===== src/rtl/mole_pkg.sv =====
// Shared types for the whack-a-mole round scheduler.
// Holds the state encoding, LFSR taps and the index-width helper.
package mole_pkg;

    typedef enum logic [2:0] {
        S_IDLE,
        S_GAP,
        S_PICK,
        S_UP,
        S_DONE
    } state_e;

    // Fibonacci taps 16,14,13,11 as a mask over value[15:0]
    localparam logic [15:0] LFSR_TAPS = 16'hB400;

    function automatic int idx_w(input int n);
        return (n > 1) ? $clog2(n) : 1;
    endfunction

endpackage


===== src/rtl/mole_lfsr.sv =====
// 16-bit Fibonacci LFSR used to pick which mole rises next.
// Ports: clk, clr_n (sync, active-low), step (advance), value (state).
module mole_lfsr
    import mole_pkg::*;
#(
    parameter logic [15:0] SEED = 16'hACE1
) (
    input  logic        clk,
    input  logic        clr_n,
    input  logic        step,
    output logic [15:0] value
);

    logic [15:0] value_q;
    logic [15:0] value_d;

    always_comb begin
        value_d = value_q;
        if (step) begin
            value_d = {value_q[14:0], ^(value_q & LFSR_TAPS)};
        end
    end

    always_ff @(posedge clk) begin
        if (!clr_n) begin
            value_q <= SEED;
        end else begin
            value_q <= value_d;
        end
    end

    assign value = value_q;

endmodule


===== src/rtl/mole_toggle_sched.sv =====
// Round scheduler driving a bank of toggle flip-flops (one per mole).
// In: clk, clr_n, start, stop, hit_valid, hit_idx. Out: ff_clr, tog_en,
// mole_up (bank shadow), score, misses, busy, done.
module mole_toggle_sched
    import mole_pkg::*;
#(
    parameter int          N_MOLES    = 8,
    parameter int          UP_CYCLES  = 1024,
    parameter int          GAP_CYCLES = 256,
    parameter int          ROUNDS     = 16,
    parameter int          SCORE_W    = 8,
    parameter logic [15:0] LFSR_SEED  = 16'hACE1
) (
    input  logic                        clk,
    input  logic                        clr_n,
    input  logic                        start,
    input  logic                        stop,
    input  logic                        hit_valid,
    input  logic [idx_w(N_MOLES)-1:0]   hit_idx,
    output logic                        ff_clr,
    output logic [N_MOLES-1:0]          tog_en,
    output logic [N_MOLES-1:0]          mole_up,
    output logic [SCORE_W-1:0]          score,
    output logic [SCORE_W-1:0]          misses,
    output logic                        busy,
    output logic                        done
);

    localparam int IW   = idx_w(N_MOLES);
    localparam int CMAX = (UP_CYCLES > GAP_CYCLES) ? UP_CYCLES : GAP_CYCLES;
    localparam int CW   = $clog2(CMAX);
    localparam int RW   = $clog2(ROUNDS + 1);

    localparam logic [CW-1:0] UP_LOAD  = CW'(UP_CYCLES - 1);
    localparam logic [CW-1:0] GAP_LOAD = CW'(GAP_CYCLES - 1);
    localparam logic [RW-1:0] LAST_RND = RW'(ROUNDS);

    function automatic logic [N_MOLES-1:0] onehot(input logic [IW-1:0] i);
        return {{(N_MOLES-1){1'b0}}, 1'b1} << i;
    endfunction

    state_e               state_q, state_d;
    logic [CW-1:0]        cnt_q, cnt_d;
    logic [RW-1:0]        rnd_q, rnd_d;
    logic [IW-1:0]        cur_q, cur_d;
    logic                 ff_clr_q, ff_clr_d;
    logic [N_MOLES-1:0]   tog_q, tog_d;
    logic [N_MOLES-1:0]   up_q, up_d;
    logic [SCORE_W-1:0]   score_q, score_d;
    logic [SCORE_W-1:0]   miss_q, miss_d;
    logic                 busy_q, busy_d;
    logic                 done_q, done_d;
    logic                 lfsr_step;
    logic                 lower;
    logic [15:0]          lfsr_val;
    logic                 unused_lfsr;

    mole_lfsr #(
        .SEED (LFSR_SEED)
    ) u_lfsr (
        .clk   (clk),
        .clr_n (clr_n),
        .step  (lfsr_step),
        .value (lfsr_val)
    );

    // only the low index bits pick a mole
    assign unused_lfsr = ^lfsr_val[15:IW];

    always_comb begin
        state_d   = state_q;
        cnt_d     = cnt_q;
        rnd_d     = rnd_q;
        cur_d     = cur_q;
        ff_clr_d  = 1'b0;
        tog_d     = '0;
        // shadow flips on the same edge the bank samples its enable
        up_d      = up_q ^ tog_q;
        score_d   = score_q;
        miss_d    = miss_q;
        done_d    = 1'b0;
        lfsr_step = 1'b0;
        lower     = 1'b0;

        if (stop) begin
            // a mole that is (or is just becoming) up gets lowered
            if (state_q == S_UP && up_d[cur_q]) begin
                tog_d = onehot(cur_q);
            end
            state_d = S_IDLE;
        end else begin
            unique case (state_q)
                S_IDLE, S_DONE: begin
                    if (start) begin
                        score_d  = '0;
                        miss_d   = '0;
                        rnd_d    = '0;
                        up_d     = '0;
                        ff_clr_d = 1'b1;
                        cnt_d    = GAP_LOAD;
                        state_d  = S_GAP;
                    end
                end
                S_GAP: begin
                    if (cnt_q == '0) begin
                        state_d = S_PICK;
                    end else begin
                        cnt_d = cnt_q - CW'(1);
                    end
                end
                S_PICK: begin
                    cur_d     = lfsr_val[IW-1:0];
                    lfsr_step = 1'b1;
                    tog_d     = onehot(cur_d);
                    cnt_d     = UP_LOAD;
                    state_d   = S_UP;
                end
                S_UP: begin
                    if (cnt_q != '0) begin
                        cnt_d = cnt_q - CW'(1);
                    end
                    // a hit on the timeout cycle counts as a hit
                    if (hit_valid && hit_idx == cur_q && up_q[cur_q]) begin
                        lower = 1'b1;
                        if (score_q != '1) begin
                            score_d = score_q + SCORE_W'(1);
                        end
                    end else if (cnt_q == '0) begin
                        lower = 1'b1;
                        if (miss_q != '1) begin
                            miss_d = miss_q + SCORE_W'(1);
                        end
                    end
                    if (lower) begin
                        tog_d = onehot(cur_q);
                        rnd_d = rnd_q + RW'(1);
                        if (rnd_d == LAST_RND) begin
                            done_d  = 1'b1;
                            state_d = S_DONE;
                        end else begin
                            cnt_d   = GAP_LOAD;
                            state_d = S_GAP;
                        end
                    end
                end
                default: state_d = S_IDLE;
            endcase
        end

        busy_d = (state_d == S_GAP) || (state_d == S_PICK) ||
                 (state_d == S_UP);
    end

    always_ff @(posedge clk) begin
        if (!clr_n) begin
            state_q  <= S_IDLE;
            cnt_q    <= '0;
            rnd_q    <= '0;
            cur_q    <= '0;
            ff_clr_q <= 1'b1;
            tog_q    <= '0;
            up_q     <= '0;
            score_q  <= '0;
            miss_q   <= '0;
            busy_q   <= 1'b0;
            done_q   <= 1'b0;
        end else begin
            state_q  <= state_d;
            cnt_q    <= cnt_d;
            rnd_q    <= rnd_d;
            cur_q    <= cur_d;
            ff_clr_q <= ff_clr_d;
            tog_q    <= tog_d;
            up_q     <= up_d;
            score_q  <= score_d;
            miss_q   <= miss_d;
            busy_q   <= busy_d;
            done_q   <= done_d;
        end
    end

    assign ff_clr  = ff_clr_q;
    assign tog_en  = tog_q;
    assign mole_up = up_q;
    assign score   = score_q;
    assign misses  = miss_q;
    assign busy    = busy_q;
    assign done    = done_q;

endmodule


===== config.mk =====
export PLATFORM = sky130hd
export DESIGN_NAME = mole_toggle_sched
export DESIGN_NICKNAME = d
export VERILOG_FILES = /design/src/rtl/mole_pkg.sv /design/src/rtl/mole_lfsr.sv /design/src/rtl/mole_toggle_sched.sv
export SDC_FILE = /design/constraint.sdc
export NUM_CORES = 1
export LEC_CHECK = 0
export ABC_CLOCK_PERIOD_IN_PS = 2350
export CORE_ASPECT_RATIO = 0.75
export CORE_UTILIZATION = 30
export CTS_CLUSTER_SIZE = 8
export DETAILED_ROUTE_END_ITERATION = 16
export GPL_TIMING_DRIVEN = 0
export PLACE_DENSITY = 0.59
export SLEW_MARGIN = 10
export SYNTH_ARGS = -nofsm -noshare
export SYNTH_HDL_FRONTEND = slang
export SYNTH_SLANG_ARGS = --single-unit

===== constraint.sdc =====
create_clock -name clk -period 2.35 [get_ports clk]
set_input_delay 0.47 -clock clk [delete_from_list [all_inputs] [get_ports clk]]
set_output_delay 0.47 -clock clk [all_outputs]
set_load 0.03 [all_outputs]

Yosys cells after proc, flatten, opt, wreduce, memory -nomap -nowiden
Cells that the tools add are included.

operators by class
  add/subtract/negate cells = 4
  $lt $le $gt $ge = 1
  equal/unequal tests = 19
  shift operators = 2
  multiplexer cells = 44
  bitwise operators = 5
  reduce and logical (&&, ||, !) cells = 18

operators with widths
  cell                                                                      count
  8-bit 2-to-1 mux                                                          12
  10-bit 2-to-1 mux                                                         5
  8-bit one-hot mux with 2 select lines                                     3
  10-bit one-hot mux with 4 select lines                                    1
  8-bit by 1-bit adder with 8-bit output (second input constant)            2
  8-bit inequality test (second input constant)                             2
  16-bit XOR reduction                                                      1
  1-bit by 3-bit left shift with 8-bit output (first input constant)        2
  3-bit 2-to-1 mux                                                          5
  3-bit by 2-bit == test with 1-bit output (second input constant)          4
  1-bit 2-to-1 mux                                                          12
  3-bit one-hot mux with 4 select lines                                     1
  10-bit zero test                                                          1
  5-bit 2-to-1 mux                                                          2
  2-bit by 1-bit inequality test with 1-bit output (second input constant)  5
  5-bit one-hot mux with 2 select lines                                     1
  10-bit nonzero test                                                       1
  10-bit by 1-bit subtractor with 10-bit output (second input constant)     1
  4-bit AND reduction                                                       2
  8-bit XOR                                                                 1
  1-bit binary-select mux with 3-bit select                                 2
  3-bit by 1-bit == test with 1-bit output (second input constant)          2
  2-bit inequality test (second input constant)                             3
  6-bit AND reduction                                                       1
  15 further kinds                                                          21

storage, ports and cells
  register bits after elaboration = 72
  bits of input ports = 8
  output and inout bits = 35
  logic and storage cells = 105

Depth between registers and ports, before layout
  word-level depth = 12
  depth in mapped cells = 9
  depth with buffers taken out = 8

Hierarchy
Synthesis repeated with hierarchy kept, for this count alone.

unflattened totals
  cells, all modules = 416
  area total of the unflattened synthesis = 3,857.4 um^2

modules (own cells, without submodules)
  module             times used  cells each  area an instance (um^2)  sequential area each (um^2)
  mole_toggle_sched  1           362         3,226.8                  1,121.1
  mole_lfsr          1           54          630.6                    320.3

Worst setup path before layout
No wires, ideal clock.

  path kind = reg2reg
  start point = register up_q[7], in the netlist mole_up[7]
  end point = register score_q[7], in the netlist score[7]
  setup time = 0.070 ns
  data arrival time = 2.183 ns
  required time = 2.280 ns
  setup slack = 0.097 ns
  stages on the path, launching flop included = 7
  buffers on the path = 0
  clock period less this slack = 2.253 ns
  cells stage by stage = dfxtp_1 > mux2i_1 > mux4_2 > nor4_4 > nand3_2 > or3_1 > a21oi_1

between the ends
  longest elaborated chain between the ends = 5

ends and longest elaborated chain
  what                                                        RTL line                  text
  from (decl)                                                 mole_toggle_sched.sv:48   logic [N_MOLES-1:0] up_q, up_d;
  from (signal assigned)                                      mole_toggle_sched.sv:174  up_q <= up_d;
  1-bit binary-select mux with 3-bit select                   mole_toggle_sched.sv:123  if (hit_valid && hit_idx == cur_q && up_q[cur_q]) begin
  1-bit 2-to-1 mux (not written as such)                      mole_toggle_sched.sv:123
  1-bit logical AND                                           mole_toggle_sched.sv:123
  2-bit by 1-bit inequality test with 1-bit output (no line)  --
  5-bit AND reduction (no line)                               --
  to (signal assigned)                                        mole_toggle_sched.sv:175  score_q <= score_d;
  to (decl)                                                   mole_toggle_sched.sv:49   logic [SCORE_W-1:0] score_q, score_d;

Every way passes these cells. The select of a mux whose other input is x is not followed.
A chain may end at the register's enable or synchronous reset.

Worst setup path after layout
  start point = register cur_q[0]
  end point = register tog_q[6], in the netlist tog_en[6]

between the ends
  longest elaborated chain between the ends = 9
  elaborated cells on any way between the ends = 16
  classes of those cells = eq/ne: 1; shift: 1; mux: 11; reduce/logical: 3

ends and longest elaborated chain
  what                                                                                RTL line                  text
  from (decl)                                                                         mole_toggle_sched.sv:45   logic [IW-1:0] cur_q, cur_d;
  from (signal assigned)                                                              mole_toggle_sched.sv:171  cur_q <= cur_d;
  1-bit binary-select mux with 3-bit select / 3-bit == test (equally long branches)   mole_toggle_sched.sv:123
  1-bit 2-to-1 mux (not written as such) / 1-bit logical AND (equally long branches)  mole_toggle_sched.sv:123
  1-bit logical AND                                                                   mole_toggle_sched.sv:123
  1-bit 2-to-1 mux                                                                    mole_toggle_sched.sv:123
  1-bit 2-to-1 mux                                                                    mole_toggle_sched.sv:92   unique case (state_q)
  1-bit 2-to-1 mux                                                                    mole_toggle_sched.sv:85   if (stop) begin
  8-bit 2-to-1 mux                                                                    mole_toggle_sched.sv:134  if (lower) begin
  8-bit one-hot mux with 2 select lines                                               mole_toggle_sched.sv:92
  8-bit 2-to-1 mux *                                                                  mole_toggle_sched.sv:85
  to (signal assigned)                                                                mole_toggle_sched.sv:173  tog_q <= tog_d;
  to (decl)                                                                           mole_toggle_sched.sv:47   logic [N_MOLES-1:0] tog_q, tog_d;

Mark *: on every way between the ends. The rest lies on a longest branch, timed or not. The select of a mux whose other input is x is not followed.

==> flow_summary.json <==
{
  "outcome": "complete, no violations",
  "portBuffers": 42,
  "ys.warnings.count": 0,
  "cp_slowest_stage_delay_ns": 0.54,
  "synth_common_cells": "dfxtp_1, nand2_1, a21oi_1, nor2_1, nand3_1",
  "placed_cell_area_um2": 3930,
  "diodes": 0,
  "worstSetupStartpoint": "cur_q[0]",
  "tightest_slew_ns": 0.613,
  "drive_above_1_share_pct": 11.0,
  "timing.rr.start": "cur_q[0]",
  "cts_tree": "built",
  "wl_um": 8710,
  "die-area_um2": 11600,
  "synth-async-reset-ratio_pct": 0,
  "syn_avg_cell_area_um2": 8.18,
  "whs_path_depth": 2,
  "fp.coreArea_um2": 10500,
  "leakagePower_uw": 0.00151,
  "vias": 3170,
  "start_util_pct": 31.7,
  "fin_crit_ns": 2.24,
  "hold_path.class": "reg2reg",
  "syn_to_final_growth_pct": 32.1,
  "clk_pin_slew_ns": 0.06,
  "syn_area_um2": 3340,
  "r2r-end": "tog_en[6]",
  "synth.yosys.seq_area_share_pct": 41.4,
  "ir_drop_v": 0.000393,
  "cts_buffers": 9,
  "relSlewSlack_pct": 59.2,
  "min_from": "u_lfsr.value[11]",
  "grt_pass1_vias": 2892,
  "clock_sinks": 69,
  "cp_cell_sequence": "buf_6 -> mux2i_1 -> mux4_2 -> o21ai_2 -> buf_4 -> o2111ai_2 -> or3_1 -> a21boi_2",
  "reg2reg_depth": 8,
  "antenna_found_initial": 0,
  "pin_count": 43,
  "drt_iter0_markers": 203,
  "hold_slack_ns": 0.452,
  "yosys_most_used_dff": "dfxtp_1",
  "synth_xor_xnor_area_share_pct": 5.51,
  "power_uw": 2990,
  "synth_top_family_by_area": "simple AND/OR/NAND/NOR gates",
  "min_to": "u_lfsr.value[12]",
  "drc": 0,
  "cts-root-buf": "clkbuf_16",
  "crit_slowest_cell": "mux4_2",
  "firstDrtPassIters": 4,
  "die_y_um": 93.3,
  "worstSetupPathType": "reg2reg",
  "yosysTopAreaCellShare_pct": 41.4,
  "drv_cap": 0,
  "nets": 482,
  "yosys.area.top_type": "dfxtp_1",
  "slew_viol_final": 0,
  "cp.depth": 8,
  "drtAntennaViolNets": 0,
  "yosys-mux-area-fraction_pct": 3.52,
  "grt_max_degree": 13,
  "cp_top_family": "multiplexers",
  "syn_inst": 408,
  "cp-start-kind": "flop",
  "htreeDepth": 3,
  "clock.fmax_mhz": 447,
  "grt_pass1_wl_um": 14100,
  "overflow": 0,
  "wl_per_cell_um": 14.3,
  "place.gp.congestion": 0.806,
  "synth_edf_count": 0,
  "fp.dieW_um": 124,
  "skew_ns": 0.00774,
  "clkLatencyLatePin_ns": 0.34,
  "viasPerCell": 5.20,
  "cp.buffers_inverters": 2,
  "synth_nets": 421,
  "yosysMostFrequentCell": "dfxtp_1",
  "place_hpwl_um": 6040,
  "setup-violations-final": 0,
  "ff2ff_setup_slack_ns": 0.11,
  "worst_ep_required_time_ns": 2.62,
  "ys_ff_latch": 69,
  "final.setup.tns_ns": 0,
  "synth_cell_types": 53,
  "end_kind": "flop",
  "cp.arrival_ns": 2.51,
  "row_count": 32,
  "power_density_nw_per_um2": 679,
  "hold_viol": 0,
  "finish.instance_area_um2": 4410,
  "yosys.area_share.simple_pct": 27.9,
  "grtUsageTotal_pct": 15.7,
  "ys_top_cells_by_area": "dfxtp_1, nand2_1, a21oi_1, nand3_1, nor2_1",
  "clockBufferDepth": 2,
  "finalCritPeriodShare_pct": 95.3,
  "worst-path-max-fanout": 8,
  "synth_compound_area_share_pct": 15.7,
  "yosys.area_share.adder_pct": 1.87
}
registers in the layout (all words and copies together) (netlist names):
name	cells
ff_clr	1
state_q	3
score	8
mole_up	8
rnd_q	5
u_lfsr.value	14
busy	1
cnt_q	10
tog_en	8
done	1
misses	8
cur_q	2
timing repair:
item | CTS | global route
gates resized for setup | 12 | 18
hold buffers | 0 | 0
pin swaps | 2 | 4
setup endpoints to repair | 36 | 39
buffers inserted | 5 | 5
gates cloned | 0 | 1
endpoints found under the hold margin | 0 | 0
tightest hold or removal path: cells and delay by family, from the launching register on:
| kind | cells | cell delay, ns |
|---|---|---|
| AND/OR/NAND/NOR | 1 | 0.05 |
| flip-flops | 1 | 0.31 |
| AO/OA/AOI/OAI | 1 | 0.05 |
logic make-up after synthesis:
family	after synthesis
adder cells (fa/ha/maj)	5
buffers and inverters	34
multiplexers	8
AO/OA/AOI/OAI	87
XOR/XNOR	21
flip-flops	69
AND/OR/NAND/NOR	184
worst max path at each step:
stage / endpoint / slack [ns]
finish: tog_en[6] / 0.11
global route: tog_en[6] / -0.009
CTS: tog_en[6] / 0.03
detailed placement: misses[3] / -0.61
global placement: misses[3] / -0.58
floorplan: score[7] / 0.1
cells in the final DEF, fill, tap and decap left out, drive strengths merged, types with 3 or more instances in the layout:
cell type,Yosys,routed
nand3,28,28
o22ai,3,3
o211ai,4,4
nor4,4,4
nor2b,4,4
nand2,60,60
clkbuf,23,29
nand4,9,9
o31ai,6,6
ha,5,5
or3,8,8
and3,5,5
mux2i,5,5
dfxtp,69,69
inv,9,9
xnor2,14,14
a2111oi,3,3
nor3,9,9
clkdlybuf4s50,0,40
a21oi,35,35
a31oi,3,3
o21ai,18,18
or4,4,4
mux4,3,3
nand2b,8,8
nor2,34,34
xor2,7,7
buf,2,15
layout make-up:
| class | instances | area, µm² |
|---|---|---|
| Fill cell | 1071 | 6120 |
| Multi-Input combinational cell | 305 | 1880 |
| Sequential cell | 69 | 1380 |
| Timing Repair Buffer | 53 | 505 |
| Clock buffer | 11 | 243 |
| Tap cell | 136 | 170 |
| Buffer | 22 | 108 |
| Clock inverter | 5 | 83.8 |
| Inverter | 9 | 33.8 |
routing by layer:
layer	wire (µm)	up-vias	global-route usage, %
li1	-	1580	-
met1	4570	1492	23.6
met2	3550	87	21.6
met3	481	11	3.78
met4	107	0	5.22
met5	0	-	0
report_power, final:
part           total, µW  switching [µW]  leakage [µW]  internal (µW)
Combinational        297             183      0.000796            114
Sequential          1220            24.1      0.000559           1190
Clock               1480             522      0.000152            960
stage by stage:
| stage | cells | util [%] | setup slack (ns) |
|---|---|---|---|
| 4_1_cts | 604 | 41.0 | 0.0329 |
| 2_1_floorplan | 408 | - | 0.0968 |
| 5_1_grt | 610 | 41.9 | -0.00862 |
| 3_3_place_gp | 586 | 37.3 | -0.581 |
| 6_report | 610 | 41.9 | 0.111 |
| 3_5_place_dp | 586 | 37.3 | -0.606 |
No activity file was read; power rests on OpenSTA's default activity.
